==> src/rtl/sap1_control_sequencer_if.sv <==
// sap1_control_sequencer_if: opcode/flag inputs and microcode control outputs of the SAP-1 sequencer.
interface sap1_control_sequencer_if #(parameter int OPCODE_WIDTH = 4);
  logic                    i_step_en;
  logic [OPCODE_WIDTH-1:0] i_opcode;
  logic                    i_carry;
  logic                    i_zero;
  logic                    o_pc_out;
  logic                    o_pc_inc;
  logic                    o_pc_load;
  logic                    o_mar_in;
  logic                    o_ram_out;
  logic                    o_ram_in;
  logic                    o_ir_in;
  logic                    o_ir_out;
  logic                    o_a_in;
  logic                    o_a_out;
  logic                    o_b_in;
  logic                    o_alu_out;
  logic                    o_alu_sub;
  logic                    o_out_in;
  logic                    o_halt;
  logic [2:0]              o_step;
  modport master (
    output i_step_en, i_opcode, i_carry, i_zero,
    input  o_pc_out, o_pc_inc, o_pc_load, o_mar_in, o_ram_out, o_ram_in, o_ir_in, o_ir_out,
           o_a_in, o_a_out, o_b_in, o_alu_out, o_alu_sub, o_out_in, o_halt, o_step
  );
  modport slave (
    input  i_step_en, i_opcode, i_carry, i_zero,
    output o_pc_out, o_pc_inc, o_pc_load, o_mar_in, o_ram_out, o_ram_in, o_ir_in, o_ir_out,
           o_a_in, o_a_out, o_b_in, o_alu_out, o_alu_sub, o_out_in, o_halt, o_step
  );
endinterface

==> src/rtl/sap1_control_sequencer.sv <==
// sap1_control_sequencer: 5-step SAP-1 microcode sequencer with halt latch.
// Define SAP1_CONDITIONAL_JUMP_EN to compile in JC (0111) and JZ (1000).
module sap1_control_sequencer #(parameter int OPCODE_WIDTH = 4) (
  input logic                   i_clk,
  input logic                   i_rst_n,
  sap1_control_sequencer_if.slave bus
);
  logic [2:0] step, step_nxt;
  logic       halted, halted_nxt;
  logic [OPCODE_WIDTH-1:0] op;
  logic lda, add, sub, sta, ldi, jmp, outp, hlt, alu, mem, jump;
  logic [4:0] t;
  assign op   = bus.i_opcode;
  assign lda  = op == OPCODE_WIDTH'(4'b0000);
  assign add  = op == OPCODE_WIDTH'(4'b0001);
  assign sub  = op == OPCODE_WIDTH'(4'b0010);
  assign sta  = op == OPCODE_WIDTH'(4'b0011);
  assign ldi  = op == OPCODE_WIDTH'(4'b0101);
  assign jmp  = op == OPCODE_WIDTH'(4'b0110);
  assign outp = op == OPCODE_WIDTH'(4'b1110);
  assign hlt  = op == OPCODE_WIDTH'(4'b1111);
  assign alu  = add | sub;
  assign mem  = lda | alu | sta;
`ifdef SAP1_CONDITIONAL_JUMP_EN
  assign jump = jmp | ((op == OPCODE_WIDTH'(4'b0111)) & bus.i_carry) | ((op == OPCODE_WIDTH'(4'b1000)) & bus.i_zero);
`else
  logic unused_flags;
  assign unused_flags = bus.i_carry ^ bus.i_zero;
  assign jump = jmp;
`endif
  // One-hot T-state, forced to zero during reset and after halt so every control drops.
  assign t = {5{i_rst_n & ~halted}} & (5'd1 << step);
  always_ff @(posedge i_clk or negedge i_rst_n)
    if (!i_rst_n) begin
      step   <= 3'd0;
      halted <= 1'b0;
    end else begin
      step   <= step_nxt;
      halted <= halted_nxt;
    end
  always_comb begin
    step_nxt   = (halted || !bus.i_step_en) ? step : (step == 3'd4) ? 3'd0 : step + 3'd1;
    halted_nxt = halted | (bus.i_step_en & (step == 3'd2) & hlt);
  end
  always_comb begin
    bus.o_pc_out  = t[0];
    bus.o_mar_in  = t[0] | (t[2] & mem);
    bus.o_pc_inc  = t[1];
    bus.o_ir_in   = t[1];
    bus.o_ram_out = t[1] | (t[3] & (lda | alu));
    bus.o_ir_out  = t[2] & (mem | ldi | jump);
    bus.o_pc_load = t[2] & jump;
    bus.o_a_in    = (t[2] & ldi) | (t[3] & lda) | (t[4] & alu);
    bus.o_a_out   = (t[2] & outp) | (t[3] & sta);
    bus.o_b_in    = t[3] & alu;
    bus.o_alu_out = t[4] & alu;
    bus.o_alu_sub = t[4] & sub;
    bus.o_ram_in  = t[3] & sta;
    bus.o_out_in  = t[2] & outp;
    bus.o_halt    = halted | (t[2] & hlt);
    bus.o_step    = step;
  end
endmodule

==> src/flat_wrapper.sv <==
// flat-port wrapper written by rule: the top's interface ports become plain ports
module sap1_control_sequencer_flat 
#(parameter int OPCODE_WIDTH = 4)
  (i_clk, i_rst_n, bus_i_step_en, bus_i_opcode, bus_i_carry, bus_i_zero, bus_o_pc_out, bus_o_pc_inc, bus_o_pc_load, bus_o_mar_in, bus_o_ram_out, bus_o_ram_in, bus_o_ir_in, bus_o_ir_out, bus_o_a_in, bus_o_a_out, bus_o_b_in, bus_o_alu_out, bus_o_alu_sub, bus_o_out_in, bus_o_halt, bus_o_step);
  sap1_control_sequencer_if #(.OPCODE_WIDTH(OPCODE_WIDTH)) bus_i ();
  input logic i_clk;
  input logic i_rst_n;
  input wire logic [$bits(bus_i.i_step_en)-1:0] bus_i_step_en;
  input wire logic [$bits(bus_i.i_opcode)-1:0] bus_i_opcode;
  input wire logic [$bits(bus_i.i_carry)-1:0] bus_i_carry;
  input wire logic [$bits(bus_i.i_zero)-1:0] bus_i_zero;
  output wire logic [$bits(bus_i.o_pc_out)-1:0] bus_o_pc_out;
  output wire logic [$bits(bus_i.o_pc_inc)-1:0] bus_o_pc_inc;
  output wire logic [$bits(bus_i.o_pc_load)-1:0] bus_o_pc_load;
  output wire logic [$bits(bus_i.o_mar_in)-1:0] bus_o_mar_in;
  output wire logic [$bits(bus_i.o_ram_out)-1:0] bus_o_ram_out;
  output wire logic [$bits(bus_i.o_ram_in)-1:0] bus_o_ram_in;
  output wire logic [$bits(bus_i.o_ir_in)-1:0] bus_o_ir_in;
  output wire logic [$bits(bus_i.o_ir_out)-1:0] bus_o_ir_out;
  output wire logic [$bits(bus_i.o_a_in)-1:0] bus_o_a_in;
  output wire logic [$bits(bus_i.o_a_out)-1:0] bus_o_a_out;
  output wire logic [$bits(bus_i.o_b_in)-1:0] bus_o_b_in;
  output wire logic [$bits(bus_i.o_alu_out)-1:0] bus_o_alu_out;
  output wire logic [$bits(bus_i.o_alu_sub)-1:0] bus_o_alu_sub;
  output wire logic [$bits(bus_i.o_out_in)-1:0] bus_o_out_in;
  output wire logic [$bits(bus_i.o_halt)-1:0] bus_o_halt;
  output wire logic [$bits(bus_i.o_step)-1:0] bus_o_step;
  assign bus_i.i_step_en = bus_i_step_en;
  assign bus_i.i_opcode = bus_i_opcode;
  assign bus_i.i_carry = bus_i_carry;
  assign bus_i.i_zero = bus_i_zero;
  assign bus_o_pc_out = bus_i.o_pc_out;
  assign bus_o_pc_inc = bus_i.o_pc_inc;
  assign bus_o_pc_load = bus_i.o_pc_load;
  assign bus_o_mar_in = bus_i.o_mar_in;
  assign bus_o_ram_out = bus_i.o_ram_out;
  assign bus_o_ram_in = bus_i.o_ram_in;
  assign bus_o_ir_in = bus_i.o_ir_in;
  assign bus_o_ir_out = bus_i.o_ir_out;
  assign bus_o_a_in = bus_i.o_a_in;
  assign bus_o_a_out = bus_i.o_a_out;
  assign bus_o_b_in = bus_i.o_b_in;
  assign bus_o_alu_out = bus_i.o_alu_out;
  assign bus_o_alu_sub = bus_i.o_alu_sub;
  assign bus_o_out_in = bus_i.o_out_in;
  assign bus_o_halt = bus_i.o_halt;
  assign bus_o_step = bus_i.o_step;
  sap1_control_sequencer #(.OPCODE_WIDTH(OPCODE_WIDTH)) u_core (.i_clk(i_clk), .i_rst_n(i_rst_n), .bus(bus_i));
endmodule
==> config.mk <==
export PLATFORM = sky130hd
export DESIGN_NAME = sap1_control_sequencer_flat
export DESIGN_NICKNAME = d
export VERILOG_FILES = /design/src/rtl/sap1_control_sequencer_if.sv /design/src/rtl/sap1_control_sequencer.sv /design/src/flat_wrapper.sv
export SDC_FILE = /design/constraint.sdc
export NUM_CORES = 1
export LEC_CHECK = 0
export ABC_AREA = 1
export CORE_MARGIN = 2
export CORE_UTILIZATION = 33
export DETAILED_ROUTE_END_ITERATION = 12
export GPL_TIMING_DRIVEN = 0
export PLACE_DENSITY = 0.73
export SKIP_LAST_GASP = 1
export SYNTH_ARGS = -nofsm -noshare
export SYNTH_HDL_FRONTEND = slang
export SYNTH_SLANG_ARGS = --single-unit
==> constraint.sdc <==
create_clock -name i_clk -period 1.12 [get_ports i_clk]
set_input_delay 0.224 -clock i_clk [delete_from_list [all_inputs] [get_ports i_clk]]
set_output_delay 0.224 -clock i_clk [all_outputs]
set_load 0.1 [all_outputs]
After elaboration in Yosys (flattened, before gate mapping)
Cells that the tools add are included.

Muxes and demuxes: 1. Reduce and logical (&&, ||, !) cells: 3. Bitwise logic cells: 29. Shift operators: 1. Add/subtract/negate cells: 1. Equality and inequality tests: 9.

Operators by type and width (count): $and 1x1->1 (15); $or 1x1->1 (12); $eq 4x2->1 const B (2); $eq 4x3->1 const B (2); $eq 4x4->1 const B (2); $and 5x5->5 (1); $shl 1x3->5 const A (1); $eq 4x1->1 const B (1); $logic_not 4->1 (1); $add 3x1->3 const B (1); $eq 3x2->1 const B (1); $eq 3x3->1 const B (1); $mux 3 (1); $logic_not 1->1 (1); $logic_or 1x1->1 (1); $not 1->1 (1).

Register bits: 4. Bits of input ports: 9. Word-level logic and storage cells: 46.

Longest topological paths before layout
Depth in word-level cells: 7. Depth in mapped cells: 6.

Worst setup path after synthesis
Ideal clock, no wire load.

Path kind: reg2out. From: register u_core.step[1] (netlist: u_core.bus.o_step[1]). To: output port bus_o_ram_out. Data arrival time: 2919 ps. Required time: 896 ps. Path slack: -2023 ps. Stages on the path, launching flop included: 7. Path buffers: 0. Cells stage by stage: dfrtp_1 ha_1 ha_1 inv_1 nor2_2 inv_2 o21ai_1.

Longest elaborated chain between the ends: 4.

Ends and longest elaborated chain: from (decl) (line sap1_control_sequencer.sv:8) `logic [2:0] step, step_nxt;`; from (signal assigned) (line sap1_control_sequencer.sv:38) `step <= step_nxt;`; $shl 1x3->5 (*) (line sap1_control_sequencer.sv:32) `assign t = {5{i_rst_n & ~halted}} & (5'd1 << step);`; $and 5x5->5 (*) (line sap1_control_sequencer.sv:32); $and 1x1->1 (line sap1_control_sequencer.sv:50) `bus.o_ram_out = t[1] | (t[3] & (lda | alu));`; $or 1x1->1 (*) (line sap1_control_sequencer.sv:50); to (decl) (line flat_wrapper.sv:16) `output wire logic [$bits(bus_i.o_ram_out)-1:0] bus_o_ram_out;`.

Every way passes the cells marked *; elsewhere a longest branch is shown, timed or not.

Final worst setup path
From: register u_core.step[0] (netlist: u_core.bus.o_step[0]). To: output port bus_o_a_in.

Longest elaborated chain between the ends: 5.

Ends and longest elaborated chain: $shl 1x3->5 (*) (line sap1_control_sequencer.sv:32); $and 5x5->5 (*) (line sap1_control_sequencer.sv:32); $and 1x1->1 (line sap1_control_sequencer.sv:53) `bus.o_a_in = (t[2] & ldi) | (t[3] & lda) | (t[4] & alu);`; $or 1x1->1 (line sap1_control_sequencer.sv:53); $or 1x1->1 (*) (line sap1_control_sequencer.sv:53); to (decl) (line flat_wrapper.sv:20) `output wire logic [$bits(bus_i.o_a_in)-1:0] bus_o_a_in;`.

Marked as above.

==> results.md <==
Power:
- The maximum vdd drop is 0.637 mV.
- The total internal power is 364 uW.
- Of the total power, the share spent switching nets is 0.398.
- The post-layout total power is 605 uW.
- The share of total power dissipated in sequential elements is 0.273.
- The power per cell area is 498 mW/mm2.
- The share of total power dissipated in combinational logic is 0.361.
- Of the total power, the clock network draws 0.367.
- In this run the static leakage power is 0.494 nW.
- The net switching power is 241 uW.

Route:
- The number of vias in the routed layout is 686.
- The number of design rule violations left after detail routing is 0.
- The violation count after the first detailed-routing iteration is 5.
- In the final routed layout, each cell accounts on average for 19.2 um.
- The final layout contains routed wiring with a total length of 2440 um.
- The remaining number of nets flagged by the antenna check after routing is 0.
- The first detailed-routing pass took 4 iterations.
- In the routed layout, each cell is associated on average with a via count of 5.40.

Critical path:
- The most critical setup path has its endpoint at bus_o_a_in.
- The endpoint of the worst register-to-register path is u_core.bus.o_step[1].
- The worst setup path is launched from a register.
- At the worst endpoint, the arrival time is 1680 ps.
- The master of the slowest instance on the critical path is sky130_fd_sc_hd__dfrtp_4.
- The critical path runs through a total of 8 cells.
- On the critical path the largest part of the delay comes from flip-flops.
- Traced cell by cell, the critical path runs through ha_4 > ha_4 > inv_2 > nor2_4 > buf_6 > nand2_4 > nand3_4 > buf_12.
- The launch point of the worst path is u_core.bus.o_step[0].
- The startpoint of the lowest-slack register-to-register path is u_core.bus.o_step[0].
- The biggest fanout along the worst timing path is 4.
- The count of cells along the worst register-to-register path is 5.
- The internal reg-to-reg setup slack is -130 ps.
- The type of the worst setup path is reg -> out.
- Together, buffers and inverters on the worst path number 3.
- In this design, the critical path's most frequently occurring cell is sky130_fd_sc_hd__ha_4.
- The worst setup path is captured at an output pin.
- At the worst endpoint, the required time is 900 ps.
- For this run, the slowest stage of the critical path takes 460 ps.

Synth:
- The netlist uses 16 different library cells.
- Each instance of the synthesized netlist takes up on average 6.21 um2.
- sky130_fd_sc_hd__dfrtp_1 takes more of the synthesized area than any other cell.
- By area the synthesized netlist is led by sky130_fd_sc_hd__dfrtp_1, sky130_fd_sc_hd__nand2_1, sky130_fd_sc_hd__ha_1.
- The post-synthesis net count is 93.
- The count of mapped cells out of synthesis is 79.
- The synthesized netlist occupies a cell area of 490 um2.
- For this run, the number of Yosys warnings is 0.
- For this run, the register share of the synthesized area comes to 0.204.
- In this run, synthesis produced a sequential element count of 4.
- The share of the synthesized area in the top cell type is 0.204.

STA:
- Setup violations remaining at the end of the flow were counted as 21.
- The largest clock skew in the final design is 16.3 ps.
- The transition at the pin with the smallest max-transition slack is 486 ps.
- Timing would allow up to 524 MHz.
- The worst-case setup margin in the final layout is -787 ps.
- The final hold violation count was 4.
- The final number of max-transition violations is 0.
- The accumulated negative setup slack is -12020 ps.
- The final hold slack is -34.9 ps.
- Measured against its own limit, the worst slew margin works out to 0.678.
- The post-route minimum period is 1910 ps.
- The final cycle utilization of the critical path is 1.70.
- Setup repair after global routing could not meet its margin everywhere.

Clock tree:
- The root cell of the clock tree is sky130_fd_sc_hd__clkbuf_4.
- TritonCTS built the clock tree.
- The buffer depth of the longest clock path is 2.
- Clock tree synthesis found a total of 4 sinks.
- In this run, CTS created clock tree buffers numbering 3.
- The clock latency of the later-clocked register in the worst-skew pair is 260 ps.
- In this run the number of H-tree levels came out at 1.
- Clock-pin slew was measured on the worst setup and hold paths at 50 ps.

Layout:
- The count of inserted antenna diode cells is 0.
- The number of fillers in the final layout is 52.
- In the final layout, the share of cells above drive strength 1 is 0.634.
- Measured on the finished design, the core utilization comes to 0.901.
- Leaving out filler cells and counting taps, the final layout contains 127.
- The area growth from synthesis to layout is 148%.
- The number of nets in the layout is 127.
- After routing the design area is 0.00122 mm2.

Run status:
- The flow ran to the end, but the final reports show violations.
- The final reports fail on hold timing, setup timing.

Floorplan:
- The starting density of the core is 0.363.
- Pin placement for this block handled 27 I/O pins.
- The floorplan step defined a die boundary enclosing 0.00181 mm2.
- The number of placement rows is 13.
- The y dimension of the die is 42.6 um.
- The total core area is 0.00135 mm2.
- The die extent in x is 42.6 um.

Global routing:
- Entering global routing, the biggest net connects 7 pins.
- The first-pass GRT wire length is 3030 um.
- The number of global-route vias before repair came to 687.
- The number of antenna violations at the first check in global routing was 0.
- In the global route stage, overall resource usage came out at 0.230.
- After global routing the overflow that remains totals 0.

Flow run:
- The number of maximum-capacitance constraint violations is 0.

Placed design:
- The half-perimeter wire length after placement is 1120 um.
- The number of buffer cells added on primary ports is 24.
- The number of placed instances, taps included, is 118.
- OpenSTA, run right after detailed placement, puts the worst setup slack at -1750 ps.
- The placed instances occupy a cell area of 892 um2.
- The congestion estimate from routability-driven global placement came to 0.764.

Hold path:
- The worst hold path belongs to the class in -> async.
-- final cells by class --
type,instances,area (um2),share of cell area
Buffer,1,11.3,0.00926
Clock buffer,4,26.3,0.0216
Inverter,19,96.3,0.0792
Multi-Input combinational cell,55,519,0.427
Sequential cell,4,109,0.0895
Tap cell,15,18.8,0.0154
Timing Repair Buffer,29,435,0.358
-- state kept, by name (all words and copies together), names as in the netlist --
name / flops
u_core.bus.o_step: 3
u_core.halted: 1
-- power by group through the flow --
stage	sequential, mW	combinational [mW]	clock, mW
finish	0.165	0.219	0.222
global route	0.166	0.228	0.235
CTS	0.165	0.187	0.212
detailed placement	0.164	0.155	0
global placement	0.163	0.153	0
floorplan	0.204	0.0598	0
-- layer usage --
layer | part of all wire | vias to the layer above | global-route usage
met1 | 0.38 | 336 | 0.227
met2 | 0.54 | 28 | 0.422
met4 | 0.051 | 0 | 0.144
li1 | - | 309 | -
met5 | 0 | - | 0
met3 | 0.030 | 13 | 0.0560
-- what timing repair did --
item	in CTS	in global routing
pin swaps	9	4
cloned	0	0
endpoints found under the hold margin	4	4
endpoints found under the setup margin	21	21
resized for setup	171	11
buffers inserted	3	2
-- how the worst min path moves through the flow --
stage               startpoint                   end  slack, ps  cells after the start
floorplan              i_rst_n  u_core.bus.o_step[2]        -70                      0
global placement       i_rst_n  u_core.bus.o_step[1]        500                      1
detailed placement     i_rst_n  u_core.bus.o_step[1]        520                      1
CTS                    i_rst_n  u_core.bus.o_step[0]        -20                      1
global route           i_rst_n  u_core.bus.o_step[0]        -20                      1
finish                 i_rst_n  u_core.bus.o_step[0]        -30                      1
-- cells in the final DEF (no fill, tap or decap), types with 5 or more instances in the layout --
cell type / count
sky130_fd_sc_hd__buf_12: 15
sky130_fd_sc_hd__nand2_1: 11
sky130_fd_sc_hd__nor2_4: 8
sky130_fd_sc_hd__inv_1: 7
sky130_fd_sc_hd__nand3_1: 5
sky130_fd_sc_hd__clkdlybuf4s50_1: 5
-- logic make-up (layout without fill, tap and decap cells) --
kind of cell / after synthesis / after routing / share of synthesized area
adders and majority gates: 5 / 5 / 0.128
DFF: 4 / 4 / 0.204
and+or+nand+nor: 41 / 41 / 0.390
buffers and inverters: 20 / 53 / 0.161
AOI/OAI and AO/OA: 9 / 9 / 0.117
-- Yosys cell counts (all sizes together) --
library cell,count
nand2,18
dfrtp,4
nor3,1
ha,5
o21ai,8
o22ai,1
nor2,13
buf,1
nand3,9
inv,19
Power figures use the tool's default switching activity.
